File: config.mk
export PLATFORM = sky130hd
export DESIGN_NAME = burst_read_arbiter
export DESIGN_NICKNAME = d
export VERILOG_FILES = /design/src/rtl/burst_read_arbiter.sv
export SDC_FILE = /design/constraint.sdc
export NUM_CORES = 1
export LEC_CHECK = 0
export ABC_AREA = 0
export CAP_MARGIN = 20
export CORE_AREA = 8 8 125 127
export DETAILED_ROUTE_END_ITERATION = 7
export DIE_AREA = 0 0 133 135
export GPL_TIMING_DRIVEN = 0
export PLACE_DENSITY_LB_ADDON = 0.05
export SLEW_MARGIN = 20
export SYNTH_ARGS = -nofsm -noshare
export SYNTH_HDL_FRONTEND = slang
export SYNTH_SLANG_ARGS = --single-unit
File: constraint.sdc
create_clock -name clk -period 3.4 [get_ports clk]
set_clock_uncertainty 0.2 [all_clocks]
set_input_delay 0.34 -clock clk [delete_from_list [all_inputs] [get_ports clk]]
set_output_delay 0.34 -clock clk [all_outputs]
set_load 0.02 [all_outputs]
File: src/rtl/burst_read_arbiter.sv
// burst_read_arbiter
//   Shares one ip2bus burst-read master port between a high-priority video
//   fetch requester (V) and a secondary DMA/CPU requester (C). V wins by
//   default. A run-length guard forces C in after MAX_V_RUN consecutive V
//   grants while C waits. A watchdog aborts a CMD/DATA phase that runs for
//   TIMEOUT cycles.
//
// Ports
//   clk, reset              rising-edge clock, synchronous active-high reset
//   v_req/addr/len/gnt      V request, start address, byte length, grant pulse
//   c_req/addr/len/gnt      C request, start address, byte length, grant pulse
//   v_data/valid/done       V read data, beat strobe, burst-complete pulse
//   c_data/valid/done       C read data, beat strobe, burst-complete pulse
//   mst_rd_req/addr/length  command to the master (registered)
//   mst_cmdack              master accepted the command
//   mst_rd_d, mst_src_rdy   read beat data / valid
//   mst_cmplt               master burst complete
//   timeout_err             one-cycle pulse on watchdog abort
//   owner                   current/last owner (0 = V, 1 = C)
module burst_read_arbiter #(
    parameter int MAX_V_RUN = 4,
    parameter int TIMEOUT   = 1023
) (
    input  logic        clk,
    input  logic        reset,
    input  logic        v_req,
    input  logic [31:0] v_addr,
    input  logic [11:0] v_len,
    output logic        v_gnt,
    output logic [31:0] v_data,
    output logic        v_valid,
    output logic        v_done,
    input  logic        c_req,
    input  logic [31:0] c_addr,
    input  logic [11:0] c_len,
    output logic        c_gnt,
    output logic [31:0] c_data,
    output logic        c_valid,
    output logic        c_done,
    output logic        mst_rd_req,
    output logic [31:0] mst_addr,
    output logic [11:0] mst_length,
    input  logic        mst_cmdack,
    input  logic [31:0] mst_rd_d,
    input  logic        mst_src_rdy,
    input  logic        mst_cmplt,
    output logic        timeout_err,
    output logic        owner
);

    typedef enum logic [1:0] {IDLE, CMD, DATA, DONE} state_t;

    localparam logic [3:0] MAX_RUN = 4'(MAX_V_RUN);
    localparam logic [9:0] WD_LAST = 10'(TIMEOUT - 1);

    state_t      state;
    logic [3:0]  run_cnt;
    logic [9:0]  wd_cnt;
    logic        zero_len;

    logic        v_win;
    logic        in_burst;
    logic        abort;
    logic [31:0] win_addr;
    logic [11:0] win_len;

    // Grant is combinational so a request sampled in IDLE is granted in the
    // same cycle; it is masked during reset so every output reads 0.
    assign v_win    = v_req && (!c_req || (run_cnt < MAX_RUN));
    assign v_gnt    = (state == IDLE) && !reset && v_win;
    assign c_gnt    = (state == IDLE) && !reset && !v_win && c_req;
    assign win_addr = v_win ? v_addr : c_addr;
    assign win_len  = v_win ? v_len  : c_len;

    // A completion seen in the final watchdog cycle still finishes normally.
    assign in_burst = (state == CMD) || (state == DATA);
    assign abort    = in_burst && (wd_cnt == WD_LAST) &&
                      !((state == DATA) && mst_cmplt);

    always_ff @(posedge clk) begin
        if (reset) begin
            state       <= IDLE;
            run_cnt     <= '0;
            wd_cnt      <= '0;
            zero_len    <= 1'b0;
            owner       <= 1'b0;
            mst_rd_req  <= 1'b0;
            mst_addr    <= '0;
            mst_length  <= '0;
            v_data      <= '0;
            c_data      <= '0;
            v_valid     <= 1'b0;
            c_valid     <= 1'b0;
            v_done      <= 1'b0;
            c_done      <= 1'b0;
            timeout_err <= 1'b0;
        end else begin
            v_valid     <= 1'b0;
            c_valid     <= 1'b0;
            v_done      <= 1'b0;
            c_done      <= 1'b0;
            timeout_err <= 1'b0;

            if (abort) begin
                mst_rd_req  <= 1'b0;
                timeout_err <= 1'b1;
                if (owner) c_done <= 1'b1;
                else       v_done <= 1'b1;
                state       <= IDLE;
            end else begin
                case (state)
                    IDLE: begin
                        if (v_gnt || c_gnt) begin
                            mst_addr   <= win_addr;
                            mst_length <= win_len;
                            owner      <= c_gnt;
                            wd_cnt     <= '0;
                            // Run length only grows while C is actually waiting.
                            if (c_gnt || !c_req)
                                run_cnt <= '0;
                            else if (run_cnt != 4'hF)
                                run_cnt <= run_cnt + 4'd1;
                            if (win_len != 12'd0) begin
                                mst_rd_req <= 1'b1;
                                zero_len   <= 1'b0;
                                state      <= CMD;
                            end else begin
                                zero_len   <= 1'b1;
                                state      <= DONE;
                            end
                        end
                    end
                    CMD: begin
                        wd_cnt <= wd_cnt + 10'd1;
                        if (mst_cmdack) begin
                            mst_rd_req <= 1'b0;
                            state      <= DATA;
                        end
                    end
                    DATA: begin
                        wd_cnt <= wd_cnt + 10'd1;
                        if (mst_src_rdy) begin
                            if (owner) begin
                                c_data  <= mst_rd_d;
                                c_valid <= 1'b1;
                            end else begin
                                v_data  <= mst_rd_d;
                                v_valid <= 1'b1;
                            end
                        end
                        if (mst_cmplt) begin
                            if (owner) c_done <= 1'b1;
                            else       v_done <= 1'b1;
                            state <= DONE;
                        end
                    end
                    DONE: begin
                        // A zero-length burst spends one extra cycle here and
                        // raises done on its way out, two cycles after grant.
                        if (zero_len) begin
                            zero_len <= 1'b0;
                            if (owner) c_done <= 1'b1;
                            else       v_done <= 1'b1;
                        end else begin
                            state <= IDLE;
                        end
                    end
                    default: state <= IDLE;
                endcase
            end
        end
    end

endmodule

# Yosys cells after proc, flatten, opt, wreduce, memory -nomap -nowiden
# Index checks and enable logic that the tools add are counted.
[word_totals] latchBits=0 mem_bits_rw=0 elab_cells=95 in_bits=127 mem_count=0 mem_bits_ro=0 reg_bits=132 output_inout_bits=117
[classes] bitwise=4 n_lt_le_gt_ge=1 muxes=30 n_shift=0 reduce_logical=33 eq_ne=10 div=0 n_addsub=2 n_mul=0
[ops] operator="$mux W32" count=1
[ops] operator="$pmux W10 S2" count=1
[ops] operator="$reduce_and A4 Y1" count=5
[ops] operator="$mux W1" count=14
[ops] operator="$mux W12" count=1
[ops] operator="$reduce_bool A12 Y1" count=1
[ops] operator="$add A10 B1 Y10 const B" count=1
[ops] operator="$eq A10 B10 Y1 const B" count=1
[ops] operator="$mux W10" count=1
[ops] operator="$mux W2" count=5
[ops] operator="$reduce_and A3 Y1" count=3
[ops] operator="$logic_and A1 B1 Y1" count=8
[ops] operator="$mux W4" count=2
[ops] operator="$pmux W1 S2" count=4
[ops] operator="$pmux W2 S4" count=1
[ops] operator="$reduce_bool A2 Y1" count=4
[ops] operator="$ne A2 B2 Y1 const B" count=3
[ops] operator="$add A4 B1 Y4 const B" count=1
[ops] operator="$eq A2 B2 Y1 const B" count=2
[ops] operator="$logic_not A1 Y1" count=4
[ops] operator="$logic_or A1 B1 Y1" count=4
[ops] operator="$lt A4 B3 Y1 const B" count=1
[ops] operator="$ne A2 B1 Y1 const B" count=2
[ops] operator="$ne A4 B4 Y1 const B" count=1
[ops] operator="5 further kinds" count=9

# Longest topological paths before layout
[depth] depth_word=9 mapped_depth=11 mapped_depth_nobuf=7

# Least setup slack after synthesis
# OpenSTA, ideal clock, no wires.
[synth_timing] path_kind="flip-flop to flip-flop" startpoint="register state[1]" endpoint="register mst_addr[10]" synth_period_minus_slack_ns=2.469 setup_slack_ns=0.931 path_buffers=4 required_ns=3.053 arrival_ns=2.122 setup_time_ns=0.147 stages_incl_launch_ff=12 cell_sequence="dfxtp_1 > inv_1 > ha_1 > clkbuf_1 > nand3_1 > or4_1 > buf_2 > and2_4 > buf_6 > buf_2 > nor2_1 > a311oi_2"
[synth_via] elab_chain_len=6 word_cells_on_any_way=15 cone_classes="eq/ne: 2; bitwise: 1; reduce/logical: 12"
[synth_lines] element="start, declared" line="56" text="state_t state;"
[synth_lines] element="start signal, assigned" line="82" text="state <= IDLE;"
[synth_lines] element="start signal, assigned" line="109" text="state <= IDLE;"
[synth_lines] element="start signal, assigned" line="126" text="state <= CMD;"
[synth_lines] element="$eq A2 B1 Y1 (tied with other cells)" line="76" text="assign in_burst = (state == CMD) || (state == DATA);"
[synth_lines] element="$logic_or A1 B1 Y1 (tied with other cells)" line="76"
[synth_lines] element="$logic_and A1 B1 Y1 (tied with other cells)" line="77" text="assign abort = in_burst && (wd_cnt == WD_LAST) &&"
[synth_lines] element="$logic_and A1 B1 Y1 (on tied branches)" line="77, 71"
[synth_lines] element="$not A1 Y1 (no line) / $logic_or A1 B1 Y1 (equally long branches)"
[synth_lines] element="$reduce_and A3 Y1 (no line) *"
[synth_lines] element="end signal, assigned" line="114" text="mst_addr <= win_addr;"
[synth_lines] element="end, declared" line="41" text="output logic [31:0] mst_addr,"
# Mark *: on every way between the ends. The rest lies on a longest branch, timed or not.
# A chain may end at the register's enable or synchronous reset.

# Worst setup path in the final report
[layout_timing] startpoint="register state[0]" endpoint="output port c_gnt"
[layout_via] elab_chain_len=4
[layout_lines] element="$logic_not A2 Y1" line="71" text="assign c_gnt = (state == IDLE) && !reset && !v_win && c_req;"
[layout_lines] element="$logic_and A1 B1 Y1 (3 in a row)" line="71"
[layout_lines] element="end, declared" line="36" text="output logic c_gnt,"
# Every way passes these cells.

==> results.toml <==
[yosys]
ys.flop_type = "dfxtp_1"
syn_nets = 813
ys.warnings.count = 0
synth.avg_cell_area_sq_um = 8.27
synth.distinct_cells = 43
async_reset_ff_frac = 0
synth-seq-cells = 132
netlist_area_sq_um = 5610
synthCells = 678
yosysSeqAreaShare = 0.471
synth_edf_count = 0

[floorplan]
die-area_sq_um = 18000
initial_core_util = 0.412
dieHeight_um = 135
rows = 43
core_area_sq_um = 13600
num_io_pins = 244
fp.dieW_um = 133

[routing]
routed_wl_um = 19500
drt_pass1_iterations = 4
ant_nets = 0
wire_per_inst_um = 17.3
dr.first_iter.drc_count = 294
via_per_inst = 5.10
vias = 5770
drc = 0

[critical_path]
worstSetupEndpoint = "c_gnt"
worstReg2RegEnd = "c_data[23]$_SDFFE_PP0P_"
slowest_stage = "clkdlybuf4s50_1"
end_kind = "output port"
reg2reg_depth = 11
startpoint = "state[0]$_SDFFE_PP0P_"
critPathArrivalTime_ns = 2.72
crit_chain = "inv_1 > ha_1 > clkbuf_1 > nand2b_1 > nor3b_1 > clkdlybuf4s50_1"
r2r_slack_ns = 0.59
path_max_fanout = 9
cp.depth = 6
setup.worst_path.class = "register to output port"
start_kind = "register"
cp.buffers_inverters = 3
critPathMaxStageDelay_ns = 0.71
crit_family = "buffers and inverters"
worstPathRequired_ns = 2.86
r2r_start = "state[1]$_SDFFE_PP0P_"

[timing]
finalCritPeriodShare = 0.958
fmax_ghz = 0.307
rsz0062_at_grt = "no"
hold_violations = 0
worst_slew_pin_slew_ns = 0.727
setup_viol = 0
setup_slack_ns = 0.143
maxSlewViolCount = 0
slew_headroom = 0.515
tns_ns = 0
fin_crit_ns = 3.26

[place]
place_worst_setup_slack_ns = 0.263
dpl.hpwl_um = 15200
portBuffers = 243
globalplace.congestion = 0.808

[finish]
diodes = 0
final_common_cell = "clkdlybuf4s50_1"
nNetsFinal = 1075
drive_gt1_frac = 0.0998
fillCellCount = 1156
final_cell_mix = "clkdlybuf4s50_1, nand2_1, dfxtp_1"
syn_to_final_growth_pct = 58.9

[job]
drv_cap = 0

[clock_network]
cts-hold-fix-buffers = 0
post_cts_buffers = 0
tritoncts = "built"
insertion_delay_ns = 0.41
numCtsBuffers = 17
htreeDepth = 4
clk_pin_slew_ns = 0.06
root_buffer = "clkbuf_16"
cts_resized = 0
clock_sinks = 132
clock_path_buffers = 2

[global_routing]
grt_pass1_wl_um = 30600
grt-ovfl-total = 0
grt_pass1_vias = 5901
grt_usage = 0.213
antenna_found_initial = 0
grt_max_degree = 17

[pwr]
vdd_drop_max_mv = 0.341
power.leakage_uw = 0.00311
p_per_area_nw_per_um2 = 623

[worst_hold_path]
hold_class = "register to register"

[status]
status = "completed"
[worst min-delay path, stage by stage (launching register included)]
cell and delay, ns:
dfxtp_1 0.30, nand2_1 0.05, a21oi_1 0.05
[Yosys cell counts, types with 2 or more instances]
master,instances,area [sq um]
nand2_1,230,863
dfxtp_1,132,2640
a21oi_1,74,370
nor2_1,59,221
a311oi_2,38,571
clkbuf_1,29,109
buf_2,17,85.1
nand3_1,9,45.0
ha_1,8,100
nor4_1,7,43.8
a311oi_1,6,52.6
o21ai_0,6,30.0
buf_6,5,56.3
inv_1,5,18.8
nand4_1,5,31.3
nand2b_1,4,25.0
nand4b_1,4,35.0
xor2_1,4,35.0
a211oi_1,3,22.5
or3_1,3,18.8
or4_1,3,22.5
and2_1,2,12.5
nor3_1,2,10.0
o2111ai_1,2,17.5
o211ai_1,2,15.0
o31ai_1,2,15.0
[logic make-up after synthesis]
logic type                 after synthesis  share of synthesized area
and+or+nand+nor                        337                      0.250
AOI/OAI and AO/OA                      138                      0.202
DFF                                    132                      0.471
buffers and inverters                   57                     0.0486
adders and majority gates                8                     0.0179
xor gates and xnor gates                 5                    0.00781
muxes                                    1                    0.00201
[through the flow]
stage	utilization	total power, uW	std cells	area, sq um	hold WS (ns)
after floorplan	-	2850	678	5610	0.232
after global placement	0.607	3540	1101	8260	0.241
after detailed placement	0.607	3590	1101	8260	0.246
after CTS	0.655	5600	1132	8910	0.254
after global routing	0.655	5810	1132	8910	0.272
final	0.655	5550	1132	8910	0.251
[layer usage]
metal,share of wire,global-route usage
met2,0.51,0.379
met3,0.080,0.0788
met4,0.012,0.0700
met1,0.40,0.228
met5,0,0
[worst min path at each step]
stage                            start                       to  slack (ns)  depth (start not counted)
6_report        c_data[6]$_SDFFE_PP0P_   c_data[6]$_SDFFE_PP0P_        0.25                          2
3_5_place_dp    c_data[3]$_SDFFE_PP0P_   c_data[3]$_SDFFE_PP0P_        0.25                          2
2_1_floorplan    zero_len$_SDFFE_PP0P_    zero_len$_SDFFE_PP0P_        0.23                          2
3_3_place_gp   v_data[27]$_SDFFE_PP0P_  v_data[27]$_SDFFE_PP0P_        0.24                          2
5_1_grt         v_data[7]$_SDFFE_PP0P_   v_data[7]$_SDFFE_PP0P_        0.27                          2
4_1_cts         c_data[3]$_SDFFE_PP0P_   c_data[3]$_SDFFE_PP0P_        0.25                          2
[layout make-up]
type,count,area [sq um],area share
well taps,180,225,0.0253
clock buffers,18,439,0.0493
repair buffers,243,2430,0.273
inverters,5,18.8,0.00211
multi-input cells,489,2690,0.302
clock inverters,13,208,0.0233
plain buffers,52,254,0.0285
flip-flops and latches,132,2640,0.297
[state kept, by name, summed over array words and instances (netlist names)]
name / count
mst_rd_req: 1
c_valid: 1
state: 2
run_cnt: 4
wd_cnt: 10
c_data: 32
mst_addr: 32
v_done: 1
v_valid: 1
mst_length: 12
timeout_err: 1
owner: 1
zero_len: 1
c_done: 1
v_data: 32
[report_power, final]
part	internal, uW	switching, uW
combinational	764	932
clock	1320	675
sequential	1750	119
Power figures use the tool's default switching activity.
